===== src/rtl/reg_wb_bank.sv =====
// reg_wb_bank: 32-entry register array fed through an in-order write-back FIFO.
//
// Write requests ({wb_addr, wb_data}) are accepted into a DEPTH-entry FIFO
// whenever it has room. One entry drains into the register array per clock,
// unless hold is high. Accepted data therefore reaches reg_q no earlier than
// one cycle after acceptance.
//
// Parameters:
//   WIDTH  register data width
//   DEPTH  FIFO entries; power of two, 2..16
//
// Ports:
//   clk       single clock, rising edge
//   rst       asynchronous active-high reset
//   wb_valid  write request present
//   wb_ready  FIFO can accept a request (registered count only, no valid->ready path)
//   wb_addr   destination register index 0..31
//   wb_data   write data
//   hold      freezes draining while high; pushes continue until full
//   reg_q     all 32 registers flattened, register i at [WIDTH*i +: WIDTH]
//   pending   bit i set while any buffered entry targets register i
//   count     number of buffered entries
//
// Optional feature: define REG_WB_BANK_ZERO_R0_EN to make register 0 a
// hard-wired zero. Requests to address 0 are then accepted and dropped.

module reg_wb_bank #(
    parameter int WIDTH = 32,
    parameter int DEPTH = 4
) (
    input  logic                     clk,
    input  logic                     rst,
    input  logic                     wb_valid,
    output logic                     wb_ready,
    input  logic [4:0]               wb_addr,
    input  logic [WIDTH-1:0]         wb_data,
    input  logic                     hold,
    output logic [32*WIDTH-1:0]      reg_q,
    output logic [31:0]              pending,
    output logic [$clog2(DEPTH):0]   count
);

    localparam int PTR_W = $clog2(DEPTH);
    localparam int CNT_W = PTR_W + 1;
    localparam logic [CNT_W-1:0] DEPTH_C = CNT_W'(DEPTH);

    logic [WIDTH-1:0] regs      [32];
    logic [4:0]       fifo_addr [DEPTH];
    logic [WIDTH-1:0] fifo_data [DEPTH];
    logic [PTR_W-1:0] wr_ptr;
    logic [PTR_W-1:0] rd_ptr;
    logic             buf_en;
    logic             push;
    logic             pop;

`ifdef REG_WB_BANK_ZERO_R0_EN
    // Writes to the zero register are consumed by the handshake but never stored.
    assign buf_en = (wb_addr != 5'd0);
`else
    assign buf_en = 1'b1;
`endif

    assign wb_ready = !rst && (count < DEPTH_C);
    assign push     = wb_valid && wb_ready && buf_en;
    assign pop      = (count != '0) && !hold;

    always_ff @(posedge clk or posedge rst) begin
        if (rst) begin
            for (int i = 0; i < 32; i++) begin
                regs[i] <= '0;
            end
            wr_ptr <= '0;
            rd_ptr <= '0;
            count  <= '0;
        end else begin
            if (pop) begin
                regs[fifo_addr[rd_ptr]] <= fifo_data[rd_ptr];
                rd_ptr <= rd_ptr + PTR_W'(1);
            end
            if (push) begin
                wr_ptr <= wr_ptr + PTR_W'(1);
            end
            case ({push, pop})
                2'b10:   count <= count + CNT_W'(1);
                2'b01:   count <= count - CNT_W'(1);
                default: count <= count;
            endcase
        end
    end

    // Storage needs no reset: an entry is only read while count marks it valid.
    always_ff @(posedge clk) begin
        if (push) begin
            fifo_addr[wr_ptr] <= wb_addr;
            fifo_data[wr_ptr] <= wb_data;
        end
    end

    // An entry is live when its distance from the read pointer (mod DEPTH)
    // is below count.
    always_comb begin
        logic [PTR_W-1:0] offset;
        pending = '0;
        offset  = '0;
        for (int j = 0; j < DEPTH; j++) begin
            offset = PTR_W'(j) - rd_ptr;
            if ({1'b0, offset} < count) begin
                pending[fifo_addr[j]] = 1'b1;
            end
        end
    end

    genvar g;
    generate
        for (g = 0; g < 32; g++) begin : g_regq
            if (g == 0) begin : g_r0
`ifdef REG_WB_BANK_ZERO_R0_EN
                assign reg_q[WIDTH-1:0] = '0;
`else
                assign reg_q[WIDTH-1:0] = regs[0];
`endif
            end else begin : g_rn
                assign reg_q[WIDTH*g +: WIDTH] = regs[g];
            end
        end
    endgenerate

endmodule


===== config.mk =====
export PLATFORM = sky130hd
export DESIGN_NAME = reg_wb_bank
export DESIGN_NICKNAME = d
export VERILOG_FILES = /design/src/rtl/reg_wb_bank.sv
export SDC_FILE = /design/constraint.sdc
export NUM_CORES = 2
export LEC_CHECK = 0
export BUFFER_PORTS_ARGS = -buffer_cell sky130_fd_sc_hd__buf_2
export CORE_AREA = 3 3 425 427
export DETAILED_ROUTE_END_ITERATION = 6
export DIE_AREA = 0 0 428 430
export GPL_TIMING_DRIVEN = 0
export PLACE_DENSITY = 0.42
export SYNTH_ARGS = -nofsm -noshare
export SYNTH_HDL_FRONTEND = slang
export SYNTH_SLANG_ARGS = --single-unit

===== constraint.sdc =====
create_clock -name clk -period 41.7 [get_ports clk]
set_clock_uncertainty 0.15 [all_clocks]
set_input_delay 6.255 -clock clk [delete_from_list [all_inputs] [get_ports clk]]
set_output_delay 6.255 -clock clk [all_outputs]
set_load 0.03 [all_outputs]

==> impl_results.html <==
<table>
<tr><th>Metric</th><th>Value</th></tr>
<tr><th colspan="2">Status</th></tr>
<tr><td>Run status</td><td>completed</td></tr>
<tr><th colspan="2">Critical path</th></tr>
<tr><td>Launching point of the worst reg2reg path</td><td>rd_ptr[1]</td></tr>
<tr><td>Critical setup path kind</td><td>input pin to output port</td></tr>
<tr><td>Biggest fanout along the worst timing path</td><td>6</td></tr>
<tr><td>Critical path arrival</td><td>between 7000 and 8000 ps</td></tr>
<tr><td>Critical path endpoint category</td><td>output port</td></tr>
<tr><td>CP Data Required Time</td><td>approximately 35000 ps</td></tr>
<tr><td>Crit. Startpoint</td><td>rst</td></tr>
<tr><td>Critical path launch point type</td><td>input pin</td></tr>
<tr><th colspan="2">Synth</th></tr>
<tr><td>Post-synthesis register bit count</td><td>1179</td></tr>
<tr><td>Yosys Warn Count</td><td>0</td></tr>
<tr><td>Synth Flop Type</td><td>sky130_fd_sc_hd__dfrtp_1</td></tr>
<tr><td>Distinct cell type count of the synthesized netlist</td><td>40</td></tr>
<tr><td>Netlist area before placement</td><td>between 40000 and 50000 um2</td></tr>
<tr><td>Fraction of synthesis flops using an asynchronous set or reset pin</td><td>87.4%</td></tr>
<tr><td>Post-synth EDFFs</td><td>148</td></tr>
<tr><td>Net count of the mapped netlist</td><td>between 2000 and 3000</td></tr>
<tr><td>Sequential cell area fraction in the yosys report</td><td>65.7%</td></tr>
<tr><td>Cells after synthesis</td><td>2786</td></tr>
<tr><td>Syn avg cell area</td><td>~17 um2</td></tr>
<tr><th colspan="2">GRT</th></tr>
<tr><td>GR met1 Demand/Resource</td><td>between 20% and 30%</td></tr>
<tr><td>Initial antenna violation count</td><td>45</td></tr>
<tr><td>Global-route track usage on met2</td><td>a little over a third</td></tr>
<tr><td>Vias in the first global route</td><td>between 30000 and 40000</td></tr>
<tr><td>Fraction of met3 tracks used by global routing</td><td>under 10%</td></tr>
<tr><td>Global-route wire length before repair</td><td>between 200000 and 300000 um</td></tr>
<tr><td>Gr usage total</td><td>20.8%</td></tr>
<tr><td>Routing layer with the top usage in global route</td><td>met2</td></tr>
<tr><td>Sum of overflow across all layers after global routing</td><td>0</td></tr>
<tr><td>Largest net degree at the start of global routing</td><td>between 100 and 150</td></tr>
<tr><th colspan="2">Die</th></tr>
<tr><td>Total core area</td><td>around 180000 um2</td></tr>
<tr><td>Area enclosed by the die boundary</td><td>between 150000 and 200000 um2</td></tr>
<tr><td>Chip height</td><td>between 400 and 500 um</td></tr>
<tr><td>Number of top-level design ports</td><td>about 1100</td></tr>
<tr><td>Die boundary width</td><td>about 430 um</td></tr>
<tr><td>Initial core utilization</td><td>between 20% and 30%</td></tr>
<tr><td>Std-Cell Rows</td><td>154</td></tr>
<tr><th colspan="2">Clocking</th></tr>
<tr><td>Worst skew pair latency</td><td>between 700 and 800 ps</td></tr>
<tr><td>CTS Root Buffer Type</td><td>sky130_fd_sc_hd__clkbuf_16</td></tr>
<tr><td>Post-cts resize count</td><td>0</td></tr>
<tr><td>Deepest clock path buffer count</td><td>3</td></tr>
<tr><td>Postcts setup bufs</td><td>0</td></tr>
<tr><td>Hold buffer count at CTS</td><td>0</td></tr>
<tr><td>CTS clk-pin slew, worst paths</td><td>50 ps</td></tr>
<tr><td>Clock sink total</td><td>about 1200</td></tr>
<tr><td>CTS tree</td><td>done</td></tr>
<tr><td>Total clock buffers created by CTS</td><td>143</td></tr>
<tr><td>Max H-tree Level</td><td>4</td></tr>
<tr><th colspan="2">Final layout</th></tr>
<tr><td>Post-layout nets</td><td>~4000</td></tr>
<tr><td>Ratio of cells with drive above 1 in the final layout</td><td>59.3%</td></tr>
<tr><td>Most common cell after layout, fill and taps aside</td><td>sky130_fd_sc_hd__buf_2</td></tr>
<tr><td>Most used cells in the layout excluding fill and tap cells</td><td>sky130_fd_sc_hd__buf_2, sky130_fd_sc_hd__dfrtp_1, sky130_fd_sc_hd__mux2_2, sky130_fd_sc_hd__clkbuf_1</td></tr>
<tr><td>Area Overhead vs Synth</td><td>29.0%</td></tr>
<tr><th colspan="2">Hold path</th></tr>
<tr><td>HP Class</td><td>flip-flop to flip-flop</td></tr>
<tr><td>Origin of the worst min-delay path</td><td>reg_q[640]</td></tr>
<tr><th colspan="2">Power</th></tr>
<tr><td>Static Leakage</td><td>between 20 and 30 nW</td></tr>
<tr><td>Worst voltage drop across the vdd grid</td><td>40.1 uV</td></tr>
<tr><td>Overall power</td><td>between 5 and 6 mW</td></tr>
<tr><td>Power density relative to cell area</td><td>~98 nW/um2</td></tr>
<tr><th colspan="2">Timing</th></tr>
<tr><td>Hold Slack</td><td>roughly 330 ps</td></tr>
<tr><td>Final max-slew violation count</td><td>0</td></tr>
<tr><td>TNS Setup</td><td>0 ps</td></tr>
<tr><td>Max-slew headroom at the worst pin</td><td>about 11%</td></tr>
<tr><td>Unrepaired setup endpoints after global routing</td><td>no</td></tr>
<tr><td>Final hold violations</td><td>0</td></tr>
<tr><td>Number of setup violations in the final report</td><td>0</td></tr>
<tr><td>Final Cycle Share</td><td>approximately 32%</td></tr>
<tr><td>Crit path time final</td><td>between 10000 and 15000 ps</td></tr>
<tr><td>Fmax</td><td>0.0744 GHz</td></tr>
<tr><td>Measured slew at the worst slew-check pin</td><td>1320 ps</td></tr>
<tr><th colspan="2">Routing</th></tr>
<tr><td>Number of remaining DRC errors</td><td>0</td></tr>
<tr><td>Vias per cell</td><td>4.60</td></tr>
<tr><td>Final Routed Wirelength</td><td>195000 um</td></tr>
<tr><td>First-pass iteration count of the detailed router</td><td>5</td></tr>
<tr><td>Number of routed nets with antenna violations</td><td>0</td></tr>
<tr><td>DR WL/cell</td><td>between 20 and 30 um</td></tr>
<tr><td>Violation count after the first detailed-routing iteration</td><td>between 1500 and 2000</td></tr>
<tr><td>Routed vias</td><td>roughly 30000</td></tr>
<tr><th colspan="2">Placement</th></tr>
<tr><td>Number of buffer cells added on primary ports</td><td>1100</td></tr>
<tr><td>Detailed Place HPWL</td><td>between 100000 and 150000 um</td></tr>
<tr><td>Routability cong.</td><td>just over 0.8</td></tr>
<tr><th colspan="2">Flow run</th></tr>
<tr><td>Max_cap viols</td><td>0</td></tr>
</table>
layer usage:
layer / up-vias / part of all wire [%]
met2: 846 / 51
met5: - / 0.041
met1: 16096 / 40
li1: 12789 / -
met3: 260 / 5.2
met4: 12 / 3.2
worst max-delay path, cell delays in order:
cell and delay [ps]:
sky130_fd_sc_hd__buf_2 140, sky130_fd_sc_hd__nor2_1 370, sky130_fd_sc_hd__buf_2 290
layout make-up:
class	instances	area (um2)
fillers	17713	117000
flip-flops and latches	1179	30200
multi-input cells	1344	14600
repair buffers	1114	5870
clock buffers	213	4170
well taps	2340	2930
plain buffers	249	1120
clock inverters	39	337
inverters	14	60.1
diodes	24	60.1
state kept, by name (all words and copies together), names as in the netlist:
name / count
reg_q: 1024
rd_ptr: 2
fifo_addr: 20
count: 3
fifo_data: 128
wr_ptr: 2
cells in the mapped netlist (6+ instances only):
| library cell | n | share of area (%) |
|---|---|---|
| sky130_fd_sc_hd__and3_1 | 7 | 0.095 |
| sky130_fd_sc_hd__and3b_1 | 6 | 0.11 |
| sky130_fd_sc_hd__buf_1 | 6 | 0.049 |
| sky130_fd_sc_hd__buf_2 | 77 | 0.84 |
| sky130_fd_sc_hd__buf_4 | 17 | 0.28 |
| sky130_fd_sc_hd__clkbuf_1 | 146 | 1.2 |
| sky130_fd_sc_hd__dfrtp_1 | 1031 | 56 |
| sky130_fd_sc_hd__edfxtp_1 | 148 | 9.7 |
| sky130_fd_sc_hd__ha_1 | 9 | 0.24 |
| sky130_fd_sc_hd__inv_1 | 14 | 0.11 |
| sky130_fd_sc_hd__mux2_1 | 38 | 0.93 |
| sky130_fd_sc_hd__mux2_2 | 986 | 24 |
| sky130_fd_sc_hd__mux4_2 | 37 | 1.8 |
| sky130_fd_sc_hd__nand2_1 | 10 | 0.082 |
| sky130_fd_sc_hd__nand3_1 | 10 | 0.11 |
| sky130_fd_sc_hd__nand4_1 | 52 | 0.71 |
| sky130_fd_sc_hd__nand4b_1 | 32 | 0.61 |
| sky130_fd_sc_hd__nor2_1 | 9 | 0.073 |
| sky130_fd_sc_hd__nor2b_1 | 8 | 0.11 |
| sky130_fd_sc_hd__nor3_2 | 12 | 0.26 |
| sky130_fd_sc_hd__nor3_4 | 6 | 0.21 |
| sky130_fd_sc_hd__nor3b_1 | 9 | 0.15 |
| sky130_fd_sc_hd__o2111ai_1 | 64 | 1.2 |
| sky130_fd_sc_hd__or4bb_1 | 14 | 0.34 |
logic make-up (layout without fill, tap and decap cells):
logic type | after synthesis | after routing | share of synthesized area (%)
compound gates | 72 | 72 | 1.32
xor+xnor | 7 | 7 | 0.133
fa+ha+maj | 10 | 10 | 0.288
buf+inv | 263 | 1629 | 2.54
flops | 1179 | 1179 | 65.7
mux | 1061 | 1061 | 26.9
other cells | 0 | 24 | 0
simple gates | 194 | 194 | 3.17
final timing paths:
path                                   end  slack (ps)  depth (start not counted)
worst max-delay path              wb_ready       28250                          3
worst min-delay path            reg_q[640]         330                          1
worst max register to register  reg_q[803]       37600                          6
worst min register to register  reg_q[640]         330                          1
max in group asynchronous       reg_q[229]       33600                          6
min in group asynchronous       reg_q[150]        5500                          2
per-stage QoR:
| step | std cells | cell area [um2] | util [%] | worst slack (ps) |
|---|---|---|---|---|
| 5_1_grt | 6497 | 59400 | 33.6 | 28220 |
| 2_1_floorplan | 2786 | 46000 | - | 6280 |
| 3_3_place_gp | 6226 | 54500 | 30.9 | -8940 |
| 3_5_place_dp | 6240 | 54900 | 31.1 | 28220 |
| 6_report | 6516 | 59400 | 33.7 | 28250 |
| 4_1_cts | 6492 | 59400 | 33.6 | 28210 |
where the power goes:
| part | switching, mW | leakage, nW | internal (mW) |
|---|---|---|---|
| sequential | 0.219 | 14.7 | 1.62 |
| combinational | 2.00 | 12.0 | 0.766 |
| clock | 0.512 | 2.21 | 0.700 |
(Power assumes the default switching activity.)
